**src/rtl/sd_cmd_engine.sv**
```systemverilog
// SPI-mode SD command engine: sends one 48-bit CMD frame with CRC7, captures R1 or R3/R7, retries on timeout/CRC error.
// isStart is a level request; isFinish holds in DONE until isStart drops.
module sd_cmd_engine #(
  parameter int PRE_CYCLES  = 8,
  parameter int TIMEOUT     = 100,
  parameter int MAX_RETRY   = 3,
  parameter int TAIL_CYCLES = 8
) (
  input  logic        clk,
  input  logic        reset,
  input  logic [5:0]  index,
  input  logic [31:0] argument,
  input  logic        resp_long,
  input  logic        isStart,
  output logic        isBusy,
  output logic        isFinish,
  output logic        DI,
  input  logic        DO,
  output logic [39:0] response,
  output logic [1:0]  error,
  output logic [2:0]  attempts
);

  typedef enum logic [2:0] {S_IDLE, S_PRE, S_SEND, S_WAIT, S_CAPT, S_TAIL, S_DONE} state_t;

  localparam logic [11:0] PRE_LAST  = 12'(PRE_CYCLES - 1);
  localparam logic [11:0] TO_LAST   = 12'(TIMEOUT - 1);
  localparam logic [11:0] TAIL_LAST = 12'(TAIL_CYCLES - 1);
  localparam logic [2:0]  RETRY_MAX = 3'(MAX_RETRY);

  state_t      state_q, state_d;
  logic [11:0] cnt_q, cnt_d;
  logic [5:0]  idx_q, idx_d;
  logic [31:0] arg_q, arg_d;
  logic        long_q, long_d;
  logic [38:0] sh_q, sh_d;
  logic [39:0] response_q, response_d;
  logic [1:0]  error_q, error_d;
  logic [2:0]  attempts_q, attempts_d;

  function automatic logic [6:0] crc7(input logic [39:0] d);
    logic [6:0] c;
    logic       fb;
    c = '0;
    for (int i = 39; i >= 0; i--) begin
      fb = d[i] ^ c[6];
      c  = {c[5:0], 1'b0};
      if (fb) c = c ^ 7'h09;
    end
    return c;
  endfunction

  logic [39:0] head;
  logic [47:0] frame;
  logic [5:0]  bit_sel;
  logic [39:0] captured;
  logic [7:0]  r1;
  logic [11:0] cap_last;
  logic        fail;
  logic [1:0]  fail_code;

  assign head     = {2'b01, idx_q, arg_q};
  assign frame    = {head, crc7(head), 1'b1};
  assign bit_sel  = 6'd47 - cnt_q[5:0];
  assign captured = {sh_q, DO};
  // The R1 byte leads every response, so for R3/R7 it is the top byte.
  assign r1       = long_q ? captured[39:32] : captured[7:0];
  assign cap_last = long_q ? 12'd39 : 12'd7;

  always_comb begin
    state_d    = state_q;
    cnt_d      = cnt_q;
    idx_d      = idx_q;
    arg_d      = arg_q;
    long_d     = long_q;
    sh_d       = sh_q;
    response_d = response_q;
    error_d    = error_q;
    attempts_d = attempts_q;
    fail       = 1'b0;
    fail_code  = 2'd0;
    case (state_q)
      S_IDLE: if (isStart) begin
        idx_d      = index;
        arg_d      = argument;
        long_d     = resp_long;
        response_d = '1;
        error_d    = 2'd0;
        attempts_d = 3'd0;
        cnt_d      = '0;
        state_d    = S_PRE;
      end
      S_PRE: if (cnt_q == PRE_LAST) begin
        cnt_d   = '0;
        state_d = S_SEND;
      end else cnt_d = cnt_q + 12'd1;
      S_SEND: if (cnt_q == 12'd47) begin
        cnt_d   = '0;
        state_d = S_WAIT;
      end else cnt_d = cnt_q + 12'd1;
      S_WAIT: if (!DO) begin
        sh_d    = captured[38:0];
        cnt_d   = 12'd1;
        state_d = S_CAPT;
      end else if (cnt_q == TO_LAST) begin
        fail       = 1'b1;
        fail_code  = 2'd1;
        response_d = '1;
      end else cnt_d = cnt_q + 12'd1;
      S_CAPT: begin
        sh_d = captured[38:0];
        if (cnt_q == cap_last) begin
          response_d = long_q ? captured : {32'hFFFF_FFFF, captured[7:0]};
          if (r1[2]) begin
            error_d = 2'd3;
            cnt_d   = '0;
            state_d = S_TAIL;
          end else if (r1[3]) begin
            fail      = 1'b1;
            fail_code = 2'd2;
          end else begin
            cnt_d   = '0;
            state_d = S_TAIL;
          end
        end else cnt_d = cnt_q + 12'd1;
      end
      S_TAIL: if (cnt_q == TAIL_LAST) begin
        cnt_d   = '0;
        state_d = S_DONE;
      end else cnt_d = cnt_q + 12'd1;
      S_DONE: if (!isStart) state_d = S_IDLE;
      default: state_d = S_IDLE;
    endcase
    if (fail) begin
      cnt_d = '0;
      if (attempts_q < RETRY_MAX) begin
        attempts_d = attempts_q + 3'd1;
        state_d    = S_PRE;
      end else begin
        error_d = fail_code;
        state_d = S_TAIL;
      end
    end
  end

  always_ff @(posedge clk or negedge reset) begin
    if (!reset) begin
      state_q    <= S_IDLE;
      cnt_q      <= '0;
      idx_q      <= '0;
      arg_q      <= '0;
      long_q     <= 1'b0;
      sh_q       <= '1;
      response_q <= '1;
      error_q    <= 2'd0;
      attempts_q <= 3'd0;
    end else begin
      state_q    <= state_d;
      cnt_q      <= cnt_d;
      idx_q      <= idx_d;
      arg_q      <= arg_d;
      long_q     <= long_d;
      sh_q       <= sh_d;
      response_q <= response_d;
      error_q    <= error_d;
      attempts_q <= attempts_d;
    end
  end

  assign isBusy   = (state_q != S_IDLE) && (state_q != S_DONE);
  assign isFinish = (state_q == S_DONE);
  assign DI       = (state_q == S_SEND) ? frame[bit_sel] : 1'b1;
  assign response = response_q;
  assign error    = error_q;
  assign attempts = attempts_q;

endmodule
```
**config.mk**
```make
export PLATFORM = sky130hd
export DESIGN_NAME = sd_cmd_engine
export DESIGN_NICKNAME = d
export VERILOG_FILES = /design/src/rtl/sd_cmd_engine.sv
export SDC_FILE = /design/constraint.sdc
export NUM_CORES = 1
export LEC_CHECK = 0
export CAP_MARGIN = 10
export CORE_ASPECT_RATIO = 1.2
export CORE_MARGIN = 3
export CORE_UTILIZATION = 55
export DETAILED_ROUTE_END_ITERATION = 8
export PLACE_DENSITY = 0.76
export RECOVER_POWER = 100
export SLEW_MARGIN = 20
export SYNTH_ARGS = -nofsm -noshare
export SYNTH_HDL_FRONTEND = slang
export SYNTH_SLANG_ARGS = --single-unit
```
**constraint.sdc**
```tcl
create_clock -name clk -period 4.7 [get_ports clk]
set_input_delay 1.175 -clock clk [delete_from_list [all_inputs] [get_ports clk]]
set_output_delay 1.175 -clock clk [all_outputs]
set_load 0.05 [all_outputs]
```
Yosys cells after proc, flatten, opt, wreduce, memory -nomap -nowiden
Cells that the tools add are included.

Flip-flop bits (word level): 138. Input port bits: 43.

$add $sub $neg: 3. Magnitude comparators: 2. Equality and inequality tests: 26. Muxes and demuxes: 95. Bitwise operators: 74. Reduce and logical (&&, ||, !) cells: 12.

Operators by type and width (count): 40-bit 2-to-1 mux (5); 4-bit 2-to-1 mux (39); 40-bit case mux with 3 select lines (1); 12-bit 2-to-1 mux (9); 39-bit case mux with 2 select lines (1); 2-bit inverter (37); 12-bit case mux with 5 select lines (1); 3-bit 2-to-1 mux (15); 39-bit 2-to-1 mux (1); 1-bit XOR (34); 3-bit != test, second input constant (7); 3-bit case mux with 7 select lines (1); 2-bit 2-to-1 mux (8); 12-bit by 1-bit adder with 12-bit output, second input constant (1); 12-bit by 3-bit equality test with 1-bit output, second input constant (1); 12-bit by 6-bit equality test with 1-bit output (1); 12-bit by 6-bit equality test with 1-bit output, second input constant (1); 12-bit by 7-bit equality test with 1-bit output, second input constant (1); 2-bit != test, second input constant (5); 3-bit equality test, second input constant (3); 1-bit 2-to-1 mux (9); 4-bit != test, second input constant (2); 2-bit case mux with 2 select lines (2); 8-bit AND reduction (1); 21 further kinds (26).

Depth between registers and ports, before layout
Word-level depth: 78. Mapped depth: 13.

Worst setup path before layout
No wires, ideal clock.

Kind: reg2out. From: register idx_q[1]. To: output port DI. Arrival time: 2.706 ns. Slack: 0.819 ns. Stages on the path, launching flop included: 9. Path through: dfrtp_1 xnor3_2 xnor3_2 xnor3_1 xnor3_2 xor2_1 nor3_1 a311oi_1 a21o_1.

Cells in the longest elaborated chain, start to end: 33. Elaborated cells on any way between the ends: 84. Classes of those cells: mux (37); bitwise (47).

Ends and longest elaborated chain: start, declared (RTL line 33) `logic [5:0] idx_q, idx_d;`; start signal, assigned (RTL line 160) `idx_q <= idx_d;`; 1-bit XOR (RTL line 46) `fb = d[i] ^ c[6];`; 4-bit 2-to-1 mux (3 in a row) (RTL line 48) `if (fb) c = c ^ 7'h09;`; 2-bit inverter (no source line); 4-bit 2-to-1 mux (RTL line 48); 1-bit XOR (RTL line 46); 4-bit 2-to-1 mux (3 in a row) (RTL line 48); 2-bit inverter (no source line); 4-bit 2-to-1 mux (RTL line 48); [11 not listed]; 4-bit 2-to-1 mux (RTL line 48); 1-bit XOR (RTL line 46); 4-bit 2-to-1 mux (3 in a row) (RTL line 48); 2-bit inverter (no source line); 4-bit 2-to-1 mux (RTL line 48); 1-bit binary-select mux with 6-bit select * (RTL line 172) `assign DI = (state_q == S_SEND) ? frame[bit_sel] : 1'b1;`; 1-bit 2-to-1 mux (implied by the code) * (RTL line 172); 1-bit 2-to-1 mux * (RTL line 172); end, declared (RTL line 17) `output logic DI,`.

Mark *: on every way between the ends. The rest lies on a longest branch, timed or not. The select of a mux whose other input is x is not followed.

Worst setup path in the final report
From: register arg_q[20]. To: output port DI.

Cells in the longest elaborated chain, start to end: 21. Elaborated cells on any way between the ends: 45. Classes of those cells: mux (24); bitwise (21).

Ends and longest elaborated chain: start, declared (RTL line 34) `logic [31:0] arg_q, arg_d;`; start signal, assigned (RTL line 161) `arg_q <= arg_d;`; 1-bit XOR (RTL line 46); 4-bit 2-to-1 mux (RTL line 48); 1-bit XOR or 4-bit 2-to-1 mux (tied branches) (RTL line 46, 48); 4-bit 2-to-1 mux (RTL line 48); 4-bit 2-to-1 mux or 2-bit inverter (tied branches); 4-bit 2-to-1 mux (RTL line 48); 2-bit inverter (no source line) or 1-bit XOR (tied branches); 4-bit 2-to-1 mux (RTL line 48); [5 not listed]; 4-bit 2-to-1 mux (RTL line 48); 1-bit XOR or 4-bit 2-to-1 mux (tied branches) (RTL line 46, 48); 4-bit 2-to-1 mux (RTL line 48); 4-bit 2-to-1 mux or 2-bit inverter (tied branches); 4-bit 2-to-1 mux (RTL line 48); 1-bit binary-select mux with 6-bit select * (RTL line 172); 1-bit 2-to-1 mux (implied by the code) * (RTL line 172); 1-bit 2-to-1 mux * (RTL line 172).

Marks and branches as above.

==> flow_summary.yaml <==
sta:
  fin_crit_sh_pct: 95.9
  final.min_clock_period_ns: 4.51
  worst_slack_ns: 0.192
  fin_tns_setup_ns: 0
  setup_viol: 0
  worstMarginPinSlew_ns: 2.13
  clock_skew_ns: 0.0118
  slew_violations: 231
  max_slew_margin_pct: -41.9
  clock.fmax_mhz: 222
  rsz0062_at_grt: "false"
  hold_violations: 0
run:
  drv_cap: 6
cells_and_area:
  post-route-util_pct: 68.3
  drive_gt1_share_pct: 22.9
  areaGrowthSynthToFinish_pct: 20.8
  diodes: 0
  layout.nets: 821
  finalInstanceArea_um2: 8730
grt:
  use_met3_pct: 4.97
  grt_use_met1_pct: 26.7
  antenna_found_initial: 0
  grt_max_degree: 81
  met2_usage_pct: 38.8
  grt-ovfl-total: 0
  track_usage_pct: 21.9
  grt_busiest_layer: "met2"
  grt_pass1_vias: 5370
  grt_pass1_wl_um: 25900
routing:
  drc_errors: 0
  vias_per_cell: 5.52
  wl_um: 15500
  drt_first_pass_iters: 4
  first_iter_violations: 318
  num_vias: 5231
  antenna_left: 0
  routedWlPerCell_um: 16.3
floorplanning:
  ios: 91
  die_h_um: 132
  core-area_um2: 12800
  die_area_um2: 14600
  rows: 45
  dieWidth_um: 111
  start_util_pct: 56.6
synth:
  yosysTopAreaCell: "dfstp_2"
  synth_cell_types: 56
  synth-seq-area-share_pct: 49.1
  synth_area_um2: 7230
  synthTopCellsByArea: "dfstp_2 (29%), dfrtp_1 (20%), nand2_1 (7.9%)"
  syn_nets: 742
  synth_edf_count: 0
  netlist_top_cells_count: "nand2_1 (152), nor2_1 (91), dfstp_2 (79)"
  yosys_warnings: 0
  async_reset_ff_share_pct: 100
  synth-main-ff-cell: "dfstp_2"
  synth_cells: 694
  ys_ff_latch: 138
  synth_top_cell_area_share_pct: 28.7
  synth_most_common_cell: "nand2_1"
  syn_area_per_cell_um2: 10.4
cts:
  cts_tree: "yes"
  postCtsHoldBufs: 0
  root_buffer: "clkbuf_16"
  cts_max_level: 4
  cts.sinks: 138
  cts_max_path_buffers: 2
  ctsResizeCount: 0
  post_cts_buffers: 0
  clkTransAtPathRegs_ns: 0.06
  cts_buffers: 17
  clk_latency_ns: 0.41
placement:
  postPlaceCellArea_um2: 8220
  numPortBuffers: 90
  dpl.hpwl_um: 10900
  dpl_worst_slack_ns: 0.728
  place_congestion: 0.897
worst_setup_path:
  crit_start: "arg_q[20]"
  critPathMaxFanout: 4
  end_kind: "output pin"
  max_stage_delay_ns: 0.50
  crit_path_start_kind: "flip-flop"
  setup.worst_path.class: "flip-flop to output pin"
  crit_required_ns: 3.52
  worstPathCellList: "xnor2_1 > xnor3_2 > xor3_2 > xnor3_2 > xor2_1 > nor3_1 > a311oi_1 > a21o_1 > clkbuf_2"
  cp_common_cell: "xnor3_2"
  critical_path.top_delay_family: "XOR/XNOR gates"
  critPathBufInv: 1
  cp.arrival_ns: 3.33
  reg2reg_from: "cnt_q[1]"
  worst_path_max_delay_cell: "xnor3_2"
min_path:
  holdCritStartpoint: "cnt_q[11]"
  min_path_type: "flip-flop to flip-flop"
outcome:
  status: "finished with violations"
  violations: "capacitance limit, slew limit"
## worst register-to-register path: cells and delay by family (launching register included)
| family | cells | cell delay, ns |
|---|---|---|
| DFF | 1 | 0.83 |
| adders and majority gates | 1 | 0.36 |
| and+or+nand+nor | 4 | 1.03 |
| AOI/OAI and AO/OA | 1 | 0.21 |
| buffers and inverters | 1 | 1.05 |
## cell usage in the layout, fill, tap and decap left out, types with 5 or more instances in the layout
cell and instances:
mux2_2 39, clkdlybuf4s50_1 39, xnor3_1 12, xnor3_2 8, nand2b_1 5, nand3_1 6
dfstp_2 79, nor2_1 90, clkbuf_16 17, nor2b_1 5, dlygate4sd3_1 49, and3_1 7
mux4_2 8, o21ai_0 21, inv_1 7, xor2_1 12, clkbuf_1 6, ha_1 5
a211oi_1 5, nand2_1 152, xnor2_1 25, a21oi_1 50, dfrtp_1 59
## logic make-up after synthesis
group | Yosys count | share of synthesized area, %
compound gates | 102 | 8.24
flops | 138 | 49.1
mux | 51 | 9.35
fa+ha+maj | 5 | 0.865
simple gates | 290 | 16.7
xor+xnor | 64 | 12.7
buf+inv | 44 | 2.99
## final cells by class
| class | count | area [um^2] |
|---|---|---|
| Inverter | 7 | 26.3 |
| Timing Repair Buffer | 97 | 922 |
| Fill cell | 976 | 4050 |
| Tap cell | 164 | 205 |
| Clock inverter | 10 | 119 |
| Clock buffer | 19 | 443 |
| Multi-Input combinational cell | 512 | 3470 |
| Sequential cell | 138 | 3550 |
## worst paths after layout
path / endpoint / slack, ns / cells after the start
min: cnt_q[11] / 0.49 / 1
min in group asynchronous: long_q / 1.40 / 1
max in group asynchronous: arg_q[22] / 0.97 / 2
max reg2reg: response[39] / 1.12 / 7
min reg2reg: cnt_q[11] / 0.49 / 1
max: DI / 0.19 / 9
## per-layer routing
metal	vias up	routed length [um]	part of all wire (%)
met5	-	0	0
met3	17	567	3.7
met1	2585	6500	42
met4	0	183	1.2
met2	135	8210	53
li1	2494	-	-
## stage by stage
step,std cells,hold WS [ns]
2_1_floorplan,694,0.447
3_3_place_gp,918,0.467
3_5_place_dp,918,0.474
4_1_cts,947,0.486
5_1_grt,947,0.507
6_report,947,0.486
## state kept, by name, indices dropped and copies added, names as in the netlist
signal,count
idx_q,6
error,2
arg_q,32
long_q,1
sh_q,39
response,40
attempts,3
cnt_q,12
state_q,3
Power is left out: the tool's default activity adds up to more than one toggle a clock period on the data nets, which glitch-free logic cannot reach.
